[src/rtl/memoria_bist.sv]
// BIST controller for the data memory: two write-then-read sweeps with
// complementary patterns, reporting the mismatch count and the first failing address.
module memoria_bist #(
  parameter int LARGURA_END  = 8,
  parameter int LARGURA_DADO = 8   // must not exceed LARGURA_END
) (
  input  logic                    Clock,
  input  logic                    Reset,
  input  logic                    Iniciar,
  input  logic [LARGURA_DADO-1:0] Semente,
  output logic [LARGURA_END-1:0]  Endereco,
  output logic [LARGURA_DADO-1:0] DadoEscr,
  output logic                    MenWrite,
  output logic                    MenRead,
  input  logic [LARGURA_DADO-1:0] DadoLido,
  output logic                    Ocupado,
  output logic                    Concluido,
  output logic                    Falha,
  output logic [LARGURA_END+1:0]  NumErros,
  output logic [LARGURA_END-1:0]  PrimeiroEndErro
);

  // state   | meaning
  // OCIOSO  | idle after reset, waiting for Iniciar
  // ESCRITA | writing P(end_cnt) to every address
  // LEITURA | reading back every address and comparing with P(end_cnt)
  // FIM     | run complete, results held until Iniciar
  typedef enum logic [1:0] {OCIOSO, ESCRITA, LEITURA, FIM} estado_t;

  localparam logic [LARGURA_END-1:0] UM_END = 1;
  localparam logic [LARGURA_END+1:0] UM_ERR = 1;

  estado_t                 estado, prox;
  logic [LARGURA_END-1:0]  end_cnt;
  logic                    passo;
  logic [LARGURA_DADO-1:0] semente_r;
  logic [LARGURA_DADO-1:0] base, padrao;
  logic                    ultimo, inicio, erro;

  assign ultimo = &end_cnt;
  assign inicio = ((estado == OCIOSO) || (estado == FIM)) && Iniciar;
  assign erro   = (estado == LEITURA) && (DadoLido != padrao);

  always_comb begin
    base   = end_cnt[LARGURA_DADO-1:0] ^ semente_r;
    padrao = passo ? ~base : base;
  end

  always_ff @(posedge Clock or negedge Reset) begin
    if (!Reset) estado <= OCIOSO;
    else        estado <= prox;
  end

  // Bus controls are decoded from state so an async reset drops them at once.
  always_comb begin
    prox      = estado;
    MenWrite  = 1'b0;
    MenRead   = 1'b0;
    Ocupado   = 1'b0;
    Concluido = 1'b0;
    Endereco  = '0;
    DadoEscr  = '0;
    case (estado)
      OCIOSO: begin
        if (Iniciar) prox = ESCRITA;
      end
      ESCRITA: begin
        MenWrite = 1'b1;
        Ocupado  = 1'b1;
        Endereco = end_cnt;
        DadoEscr = padrao;
        if (ultimo) prox = LEITURA;
      end
      LEITURA: begin
        MenRead  = 1'b1;
        Ocupado  = 1'b1;
        Endereco = end_cnt;
        if (ultimo) prox = passo ? FIM : ESCRITA;
      end
      FIM: begin
        Concluido = 1'b1;
        if (Iniciar) prox = ESCRITA;
      end
      default: prox = OCIOSO;
    endcase
  end

  always_ff @(posedge Clock or negedge Reset) begin
    if (!Reset) begin
      end_cnt         <= '0;
      passo           <= 1'b0;
      semente_r       <= '0;
      NumErros        <= '0;
      Falha           <= 1'b0;
      PrimeiroEndErro <= '0;
    end else if (inicio) begin
      end_cnt         <= '0;
      passo           <= 1'b0;
      semente_r       <= Semente;
      NumErros        <= '0;
      Falha           <= 1'b0;
      PrimeiroEndErro <= '0;
    end else if ((estado == ESCRITA) || (estado == LEITURA)) begin
      end_cnt <= end_cnt + UM_END;
      if ((estado == LEITURA) && ultimo) passo <= 1'b1;
      if (erro) begin
        NumErros <= NumErros + UM_ERR;
        if (!Falha) begin
          Falha           <= 1'b1;
          PrimeiroEndErro <= end_cnt;
        end
      end
    end
  end

endmodule

[config.mk]
export PLATFORM = sky130hd
export DESIGN_NAME = memoria_bist
export DESIGN_NICKNAME = d
export VERILOG_FILES = /design/src/rtl/memoria_bist.sv
export SDC_FILE = /design/constraint.sdc
export NUM_CORES = 1
export LEC_CHECK = 0
export CAP_MARGIN = 10
export CORE_MARGIN = 5
export CORE_UTILIZATION = 50
export CTS_CLUSTER_SIZE = 20
export DETAILED_ROUTE_END_ITERATION = 10
export DONT_BUFFER_PORTS = 1
export SYNTH_ARGS = -nofsm -noshare
export SYNTH_HDL_FRONTEND = slang
export SYNTH_SLANG_ARGS = --single-unit
[constraint.sdc]
create_clock -name Clock -period 2.7 [get_ports Clock]
set_input_delay 0.81 -clock Clock [delete_from_list [all_inputs] [get_ports Clock]]
set_output_delay 0.81 -clock Clock [all_outputs]
set_load 0.01 [all_outputs]
# Yosys cells after proc, flatten, opt, wreduce, memory -nomap -nowiden
# Cells that the tools add are included.
# word_totals
regBits	38
elab_cells	62
input_bits	19
out_inout_bits	39
# op_classes
muxes	27
addsub	2
reduce_logical	16
eq_ne	8
bitwise_logic	2
# ops
operator	count
$mux W8	9
$mux W10	3
$add A10 B1 Y10 const B	1
$mux W1	10
$add A8 B1 Y8 const B	1
$mux W2	4
$ne A8 B8 Y1	1
$not A8 Y8	1
$reduce_and A8 Y1	1
$xor A8 B8 Y8	1
$pmux W2 S3	1
$reduce_and A3 Y1	2
$reduce_bool A2 Y1	3
$eq A2 B2 Y1 const B	2
$ne A2 B1 Y1 const B	2
$ne A2 B2 Y1 const B	2
$reduce_and A2 Y1	2
$reduce_or A2 Y1	2
$logic_and A1 B1 Y1	3
$eq A2 B1 Y1 const B	1
$logic_not A2 Y1	1
$logic_or A1 B1 Y1	2

# Longest topological paths before layout
# Gate-level depths: netlist of run 1.
# depth
depth_word	8
ltp_mapped	8
depth_no_buf	7

# Least setup slack after synthesis of run 1
# Ideal clock, no wire load.
# synth_timing
path_kind	input-to-reg
from	input DadoLido[4]
to	register PrimeiroEndErro[2]
setup_ns	0.120
n_path_buf	1
path_slack_ns	0.268
arrival_ns	2.312
path_stages	6
required_ns	2.580
path_cell_list	xor3_1 -> a211o_1 -> a2111oi_4 -> a21boi_4 -> buf_6 -> a31o_2
# synth_via
elab_chain_len	4
# synth_lines
element	line	rtl
from (decl)	15	input logic [LARGURA_DADO-1:0] DadoLido,
$ne A8 B8 Y1	42	assign erro = (estado == LEITURA) && (DadoLido != padrao);
$logic_and A1 B1 Y1	42	
$reduce_bool A2 Y1 (no source line)	--	
$reduce_and A3 Y1 (no source line)	--	
to (signal assigned)	110	PrimeiroEndErro <= end_cnt;
to (decl)	20	output logic [LARGURA_END-1:0] PrimeiroEndErro
# No other way between the ends.
# A chain may end at the register's enable or synchronous reset.

# Worst setup path after layout of run 1
# layout_timing
from	register passo
to	register PrimeiroEndErro[0]
# layout_via
elab_chain_len	5
# layout_lines
element	line	rtl
from (decl)	35	logic passo;
from (signal assigned)	91	passo <= 1'b0;
from (signal assigned)	98	passo <= 1'b0;
from (signal assigned)	105	if ((estado == LEITURA) && ultimo) passo <= 1'b1;
$mux W8	46	padrao = passo ? ~base : base;
$ne A8 B8 Y1	42	
$logic_and A1 B1 Y1	42	
$reduce_bool A2 Y1 (no source line)	--	
$reduce_and A3 Y1 (no source line)	--	
# No other way between the ends.

==> metrics.md, run 1 <==
| Metric | Value |
|---|---|
| Max clock buf depth | 2 |
| Antenna violations before repair | 0 |
| Switch share | 0.3896 |
| Worst hold path type | input port to async pin |
| Max-Cap Viols | 0 |
| CP top delay family | compound AO/OA/AOI/OAI gates |
| Final setup fails | 0 |
| Post-cts sizing count | 0 |
| Post-DP HPWL | 3883 um |
| Routing usage on met2 | 0.2912 |
| Clk sink count | 38 |
| CP Launch Type | register |
| Cts bufs inserted | 5 |
| Final worst-path cycle share | 0.9125 |
| Die X | 78.70 um |
| Synth Register Bits | 38 |
| Via/cell ratio | between 5 and 6 |
| Clock slew at reported path FFs | 0.08 ns |
| Max Fanout on Critical Path | 24 |
| Top_reg_cell synth | dfrtp_1 |
| Clk network pwr share | 0.212 |
| Share of layout cells above drive strength 1 | 0.1681 |
| Actual slew at the worst max-slew pin | around 0.6 ns |
| Busiest grt layer | met2 |
| Starting density of the core | 0.5063 |
| Crit-path cells | xnor3_1 > xnor2_1 > a2111oi_4 > a21boi_4 > a21oi_1 > a31o_2 |
| Crit-path max cell delay | 0.57 ns |
| Total GRT Usage | 0.1800 |
| Routed wire length | 5193 um |
| Warnings, synthesis | 0 |
| CP Data Arrival Time | 2.66 ns |
| DRC viols | 0 |
| Most area-hungry cell type in the Yosys netlist | dfrtp_1 |
| Mapped Cells | 228 |
| Seq/Total Area, Yosys | 0.4030 |
| Avg WL per Cell | roughly 18 um |
| Mean Syn Cell Area | about 10 um2 |
| Final Max Tran Viols | 0 |
| Die Area | 6194 um2 |
| Final hold vios | 0 |
| Die height | 78.70 um |
| Core ar. | 4661 um2 |
| Final Wtd Congestion | just over 0.8 |
| Fill count | between 400 and 500 |
| Peak supply drop | approximately 440 uV |
| Total Nets Final | ~260 |
| Tmin final | 2.464 ns |
| Reg2reg path depth | 6 |
| PwrDens | 1092 nW/um2 |
| Synthesized cell area | 2360 um2 |
| Vias | 1655 |
| Unique masters post-synth | 42 |
| Met1 Use GR | 0.2213 |
| Crit Path Category | register to register |
| CTS Root Cell | clkbuf_8 |
| Initial DRC count | 76 |
| Cts hold-fix bufs | 0 |
| Final worst slack | 0.2361 ns |
| Layout Cells excl Fill | around 290 |
| Port Buffer Count | 0 |
| Routed Antenna Nets | 0 |
| CTS tree | done |
| Max_slew headroom | 0.6015 |
| Clock Latency Late Sink | 0.30 ns |
| Area share of the largest cell type after synthesis | 0.4030 |
| Storage cell area | 950.9 um2 |
| Worst Skew | 0.008234 ns |
| Placed insts | 278 |
| Rows | 25 |
| Largest cells by area after synthesis | dfrtp_1 (40%), xnor3_1 (5.7%), xnor2_1 (5.6%), nand2_1 (4.3%), mux2i_1 (3.8%) |
| Crit path buffers/inverters | 0 |
| Area occupied by multi-input gates | 1299 um2 |
| Internal reg-to-reg setup slack | 0.24 ns |
| Met3 Usage GRT | 0.06576 |
| Largest net degree at the start of global routing | 39 |
| Status | complete, no violations |
| Critical-path top delay cell | dfrtp_1 |
| Design internal power | 1.709 mW |
| N_diodes | 0 |
| Logic pwr share | 0.472 |
| First-pass GRT wire length | 8638 um |
| GRT overflow | 0 |
| Seq pwr share | 0.316 |
| RSZ-0062 raised after global routing | false |
| Initial DRT Pass Iterations | 4 |
| Critical path depth | 6 |
| Postcts setup bufs | 0 |
| Leakage | approximately 1.2 nW |
| Area delta synth->final | 8.643% |
| Vias in the first global route | roughly 1700 |
| Pre-CTS setup slack | around 0.06 ns |
| Setup TNS Final | 0 ns |
| Ys async rst share | 1.000 |
| Max Fclk | 0.4059 GHz |
| Worst setup EP type | register |
| H-Tree Depth | 2 |
| Io pins | just under 60 |
| WP data required | 2.90 ns |
| Post-synth EDFFs | 0 |
| Psw | about 1.1 mW |
| Syn_nets | 253 |
==> layout make-up <==
type                            instances  share of cell area
Clock buffer                            5             0.02684
Clock inverter                          3             0.02684
Inverter                                7             0.01025
Multi-Input combinational cell        168              0.5066
Sequential cell                        38              0.3709
Tap cell                               54             0.02635
Timing Repair Buffer                   11             0.03221
==> power by group through the flow <==
stage                     Clock, mW  Combinational [mW]  Sequential [mW]
final                         0.592                1.32            0.886
after global routing          0.634                1.47            0.912
after floorplan                   0                1.12            0.853
after global placement            0                1.30            0.890
after detailed placement          0                1.34            0.902
after CTS                     0.610                1.35            0.890
==> path summary, 6_finish.rpt <==
path | start | to
worst max-delay path | passo | PrimeiroEndErro[0]
worst min-delay path | Reset | semente_r[0]
worst max register to register | passo | PrimeiroEndErro[0]
worst min register to register | semente_r[3] | semente_r[3]
max in group asynchronous | Reset | NumErros[1]
min in group Clock | semente_r[3] | semente_r[3]
==> cell usage after synthesis, types with 3 or more instances <==
library cell and n:
buf_2 3, clkbuf_1 5, ha_1 6, dfrtp_1 38
nand3_1 10, nand2_1 27, a21oi_1 11, and2_1 8
xnor2_1 15, o21ai_0 8, nor2_1 8, and3_1 4
inv_1 7, mux2i_1 9, xor2_1 3, xnor3_1 6
buf_1 3, mux2_2 8, nand2b_1 3, nor2b_1 10
buf_6 3, a31o_2 10
==> state kept, by name, indices dropped and copies added, names as in the netlist <==
name and count:
Falha 1, NumErros 10, PrimeiroEndErro 8, end_cnt 8, estado 2, passo 1, semente_r 8
==> placed cells by master, fill, tap and decap left out, types with 2 or more instances in the layout <==
cell	n
mux2_2	8
nor2_1	8
bufinv_16	2
o21ai_0	8
dfrtp_1	38
a31o_2	10
buf_4	11
nor2b_1	10
xnor2_1	15
nand3_1	10
and4_1	2
xor2_1	3
inv_1	7
and3_1	4
ha_1	6
mux2i_1	9
xor3_1	2
clkbuf_8	5
xnor3_1	6
a21oi_1	11
nand2b_1	3
and2_1	8
nand4_1	2
nand2_1	27
==> per-stage QoR <==
step                cell area [um2]  total power [mW]  hold slack [ns]  utilization
detailed placement             2426             2.243           0.5155       0.5205
floorplan                      2360             1.976           0.4922            -
CTS                            2564             2.847           0.1796       0.5501
global placement               2426             2.193           0.5063       0.5205
global route                   2564             3.020           0.1728       0.5501
finish                         2564             2.800           0.1961       0.5501
==> cell families (layout without fill, tap and decap cells) <==
family                   Yosys count  in the layout  synth area share
adder cells (fa/ha/maj)            6              6           0.03181
multiplexers                      17             17           0.07636
flip-flops                        38             38            0.4030
XOR/XNOR                          26             26            0.1442
AO/OA/AOI/OAI                     41             41            0.1315
buffers and inverters             22             26           0.04666
AND/OR/NAND/NOR                   78             78            0.1665
==> layer usage <==
layer	part of all wire	wire length, um	vias to the layer above
li1	-	-	798
met1	0.43	2239	800
met2	0.48	2495	48
met3	0.070	364	9
met4	0.018	93	0
met5	0	0	-
Power figures use the tool's default switching activity.
==> run 2, diff against run 1 <==
--- a/config.mk
+++ b/config.mk
@@ -6,11 +6,12 @@
 export NUM_CORES = 1
 export LEC_CHECK = 0
 export CAP_MARGIN = 10
-export CORE_MARGIN = 5
+export CORE_MARGIN = 2
 export CORE_UTILIZATION = 50
 export CTS_CLUSTER_SIZE = 20
 export DETAILED_ROUTE_END_ITERATION = 10
 export DONT_BUFFER_PORTS = 1
+export PLACE_DENSITY = 0.66
 export SYNTH_ARGS = -nofsm -noshare
 export SYNTH_HDL_FRONTEND = slang
 export SYNTH_SLANG_ARGS = --single-unit
==> run 2 against run 1 <==
  * Register-to-register slack better by 0.11 ns
  * Worst hold slack got worse by 0.00074 ns
  * Flip-flop and latch count unchanged
  * Non-clock buffer count is the same
  * Die area decreased by 15%
  * Critical path type is now register to primary output
  * Critical endpoint is now Endereco[2]
==> metrics.md, run 2 (synthesis gave the netlist of run 1 again) <==
| Metric | Value |
|---|---|
| CTS tree | done |
| Register bank with the most flops | NumErros |
| Final Max Tran Viols | 0 |
| Crit Path Category | register to primary output |
| Io pins | 58 |
| CTS Root Cell | clkbuf_8 |
| Crit-path max cell delay | 0.40 ns |
| Area occupied by multi-input gates | 1299 um2 |
| Initial DRC count | 171 |
| Initial DRT Pass Iterations | 4 |
| DRC viols | 0 |
| Rows | 24 |
| Final hold vios | 0 |
| WP data required | 1.89 ns |
| Max clock buf depth | 2 |
| GRT overflow | 0 |
| Total Nets Final | 256 |
| Clock slew at reported path FFs | 0.08 ns |
| Worst Skew | 0.005629 ns |
| Vias | 1684 |
| Starting density of the core | 0.5310 |
| Max Fclk | 0.4182 GHz |
| Antenna violations before repair | 0 |
| Max reg flops | 10 |
| CP Launch Type | register |
| Via/cell ratio | 5.930 |
| Placed insts | 276 |
| H-Tree Depth | 2 |
| N_diodes | 0 |
| Design area | between 2000 and 3000 um2 |
| Post-cts sizing count | 0 |
| Critical-path top delay cell | dfrtp_1 |
| Leakage | 1.178 nW |
| Final Wtd Congestion | 0.7945 |
| Storage cell area | 950.9 um2 |
| Routed Antenna Nets | 0 |
| Port Buffer Count | 0 |
| Tmin final | 2.391 ns |
| PwrDens | 1054 nW/um2 |
| Routed wire length | 5335 um |
| Cts hold-fix bufs | 0 |
| Layout Cells excl Fill | 284 |
| Fill count | 394 |
| Peak supply drop | 452.0 uV |
| Post-DP HPWL | approximately 3800 um |
| Share of layout cells above drive strength 1 | 0.1681 |
| Core ar. | about 4400 um2 |
| Total GRT Usage | 0.2149 |
| Setup TNS Final | 0 ns |
| Actual slew at the worst max-slew pin | 0.6106 ns |
| Most common cell after layout, fill and taps aside | dfrtp_1 |
| Postcts setup bufs | 0 |
| Crit-path cells | inv_1 > ha_1 > buf_4 > nor2b_1 |
| Largest net degree at the start of global routing | 39 |
| Final setup fails | 0 |
| Avg WL per Cell | 18.79 um |
| Vias in the first global route | 1711 |
| CP top delay family | flip-flops |
| CP Data Arrival Time | 1.58 ns |
| Die X | 72.70 um |
| Area delta synth->final | 6.734% |
| Crit path buffers/inverters | 2 |
| Placed inst area | 2424 um2 |
| Max_slew headroom | 0.5919 |
| Max Fanout on Critical Path | 19 |
| Cts bufs inserted | 5 |
| RSZ-0062 raised after global routing | false |
| Status | complete, no violations |
| Die height | between 70 and 80 um |
| Die Area | approximately 5300 um2 |
| Max-Cap Viols | 0 |
| Most frequent cells in the layout | dfrtp_1 (38), nand2_1 (27), xnor2_1 (15), a21oi_1 (11), buf_4 (11) |
| Final worst-path cycle share | 0.8856 |
| First-pass GRT wire length | 8618 um |
| Clock Latency Late Sink | roughly 0.3 ns |
| Worst setup EP type | primary output |
| Clk sink count | 38 |
| Worst hold path type | input port to async pin |
## run 2: cell type report
class / instances / share of cell area
inverter: 7 / 0.01043
clock buffer: 6 / 0.03279
clock inverter: 2 / 0.004968
tap: 52 / 0.02583
multi-input combinational: 168 / 0.5156
sequential: 38 / 0.3775
timing repair buffer: 11 / 0.03279
## run 2: worst reg2reg max path: cells and delay by family, from the launching register on
| family | cells | cell delay, ns |
|---|---|---|
| AOI/OAI and AO/OA | 3 | 1.10 |
| xor gates and xnor gates | 1 | 0.38 |
| DFF | 1 | 0.42 |
| muxes | 1 | 0.21 |
| and+or+nand+nor | 1 | 0.15 |
## run 2: path summary, 6_finish.rpt
check	from	endpoint	slack [ns]	depth (start not counted)
worst max-delay path	estado[0]	Endereco[2]	0.31	4
worst min-delay path	Reset	semente_r[5]	0.20	0
worst max register to register	semente_r[4]	NumErros[2]	0.35	6
worst min register to register	semente_r[3]	semente_r[3]	0.56	1
max in group asynchronous	Reset	PrimeiroEndErro[0]	2.41	0
min in group Clock	semente_r[3]	semente_r[3]	0.56	1
## run 2: routing by layer
layer,track usage,wire (um),vias up
li1,-,-,791
met1,0.2704,2205,814
met2,0.3535,2631,71
met3,0.05663,413,8
met4,0.08436,85,0
met5,0,0,-
## run 2: through the flow
step           power (mW)  hold WS [ns]    util  setup slack [ns]
3_3_place_gp        2.195        0.5157  0.5453            0.1903
3_5_place_dp        2.239        0.5157  0.5453           0.09203
4_1_cts             2.666        0.1924  0.5667            0.3068
6_report            2.654        0.1954  0.5667            0.3088
2_1_floorplan       1.976        0.4922       -            0.2676
5_1_grt             2.830        0.1896  0.5667            0.1959
## run 2: power by group
| part | switching [mW] | total (mW) | internal, mW |
|---|---|---|---|
| Clock | 0.219 | 0.424 | 0.205 |
| Sequential | 0.167 | 0.879 | 0.712 |
| Combinational | 0.723 | 1.35 | 0.627 |
| Total | 1.11 | 2.65 | 1.54 |
==> run 3, diff against run 2 <==
--- a/config.mk
+++ b/config.mk
@@ -12,6 +12,7 @@
 export DETAILED_ROUTE_END_ITERATION = 10
 export DONT_BUFFER_PORTS = 1
 export PLACE_DENSITY = 0.66
+export SETUP_SLACK_MARGIN = 0.3
 export SYNTH_ARGS = -nofsm -noshare
 export SYNTH_HDL_FRONTEND = slang
 export SYNTH_SLANG_ARGS = --single-unit
==> run 3 against run 2 <==
  * First-iteration DRC count decreased by 52%
  * Register-to-register slack about the same
  * Critical path depth unchanged
  * Setup slack improved by 0.026 ns
  * Sequential power about the same
  * Fmax increased by 1.1%
  * Global-route usage decreased by 0.96 points
==> metrics.md, run 3 (synthesis gave the netlist of run 1 again) <==
| Metric | Value |
|---|---|
| Die Area | 5285 um2 |
| WP data required | approximately 1.9 ns |
| Crit-path cells | inv_1 > ha_1 > buf_4 > nor2b_1 |
| Fin util | 0.5881 |
| Final worst-path cycle share | 0.8760 |
| Psw | 1.144 mW |
| Vias | roughly 1700 |
| RSZ-0062 raised after global routing | true |
| Antenna violations before repair | 0 |
| Core ar. | 4444 um2 |
| H-Tree Depth | 2 |
| Cts hold-fix bufs | 0 |
| Starting density of the core | 0.5310 |
| Peak supply drop | 576.7 uV |
| Area delta synth->final | 10.76% |
| Status | complete, no violations |
| Post-DP HPWL | 3710 um |
| Seq pwr share | 0.304 |
| Max Fclk | 0.4228 GHz |
| Final hold vios | 0 |
| CTS tree | done |
| Vias in the first global route | 1673 |
| Routed wire length | 5257 um |
| Via/cell ratio | 5.941 |
| Largest net degree at the start of global routing | 39 |
| Worst hold path type | input port to async pin |
| Rows | 24 |
| Max reg flops | 10 |
| CP Data Arrival Time | 1.56 ns |
| Register bank with the most flops | NumErros |
| Share of layout cells above drive strength 1 | 0.2000 |
| CP Launch Type | register |
| First-pass GRT wire length | 8245 um |
| Worst Skew | 0.007146 ns |
| Clk network pwr share | 0.205 |
| Clock slew at reported path FFs | approximately 0.08 ns |
| Logic pwr share | 0.491 |
| Switch share | 0.3965 |
| Total GRT Usage | 0.2053 |
| Design internal power | 1.741 mW |
| Crit-path max cell delay | 0.41 ns |
| Max Fanout on Critical Path | 19 |
| Initial DRC count | 82 |
| Io pins | 58 |
| Clk sink count | 38 |
| Port Buffer Count | 0 |
| Critical-path top delay cell | dfrtp_1 |
| Total Nets Final | 259 |
| Worst setup EP type | primary output |
| GRT overflow | 0 |
| Die height | between 70 and 80 um |
| Clock Latency Late Sink | 0.30 ns |
| Internal reg-to-reg setup slack | 0.36 ns |
| Crit Path Category | register to primary output |
| Total chip power | 2.884 mW |
| Final Max Tran Viols | 0 |
| Cts bufs inserted | 5 |
| Setup TNS Final | 0 ns |
| Max clock buf depth | 2 |
| DRC viols | 0 |
| Initial DRT Pass Iterations | 5 |
| Tmin final | 2.365 ns |
| N_diodes | 0 |
| CTS Root Cell | clkbuf_8 |
| Avg WL per Cell | approximately 18 um |
| Max-Cap Viols | 0 |
| Routed Antenna Nets | 0 |
| Max_slew headroom | 0.6186 |
| Reg2reg path depth | 6 |
| Fill count | 390 |
| Most frequent cells in the layout | dfrtp_1 (37), nand2_1 (27), xnor2_1 (15), buf_4 (13), a21oi_1 (11) |
| Hold Slack | between 0.15 and 0.2 ns |
| Leakage | roughly 1.2 nW |
| Final setup fails | 0 |
| Die X | 72.70 um |
| PwrDens | 1103 nW/um2 |
| Final Wtd Congestion | ~0.87 |
| Actual slew at the worst max-slew pin | 0.5707 ns |
| Most common cell after layout, fill and taps aside | dfrtp_1 |
run 3: power groups by stage:
stage / clock network, mW / registers (mW) / logic (mW)
final: 0.592 / 0.877 / 1.42
after global routing: 0.623 / 0.896 / 1.56
after CTS: 0.598 / 0.879 / 1.36
after detailed placement: 0 / 0.890 / 1.35
after global placement: 0 / 0.882 / 1.31
after floorplan: 0 / 0.853 / 1.12
run 3: cell type report:
type / count / area [um2] / share of cell area
multi-input cells: 169 / 1335 / 0.5108
flip-flops and latches: 38 / 952.2 / 0.3643
repair buffers: 13 / 97.59 / 0.03734
clock buffers: 5 / 68.82 / 0.02633
clock inverters: 3 / 68.82 / 0.02633
well taps: 52 / 65.06 / 0.02489
inverters: 7 / 26.28 / 0.01005
run 3: path summary, 6_finish.rpt:
| kind | from | end |
|---|---|---|
| worst min-delay path | Reset | semente_r[3] |
| worst min register to register | semente_r[3] | semente_r[3] |
| worst max register to register | semente_r[4] | PrimeiroEndErro[4] |
| min in group Clock | semente_r[3] | semente_r[3] |
| worst max-delay path | estado[0] | Endereco[0] |
| max in group asynchronous | Reset | PrimeiroEndErro[3] |
run 3: routing by layer:
layer | track usage | routed length [um]
met1 | 0.2649 | 2319
met2 | 0.3273 | 2464
met3 | 0.06768 | 382
met4 | 0.06584 | 91
met5 | 0 | 0
run 3: stage by stage:
step	std cells	area, um2	setup slack, ns
floorplan	228	2360	0.3215
global placement	276	2424	0.2422
detailed placement	276	2424	0.1938
CTS	284	2564	0.3288
global route	287	2614	0.2301
finish	287	2614	0.3349
run 3: repair_timing:
item,CTS,global route
setup buffers,0,2
resized for setup,1,6
cloned,0,1
pin swaps,0,2
setup endpoints to repair,1,20
run 3: worst max-delay path: cells and delay by family (launching register included):
family,cells,cell delay [ns]
simple gates,1,0.24
buf+inv,2,0.29
flops,1,0.41
fa+ha+maj,1,0.32
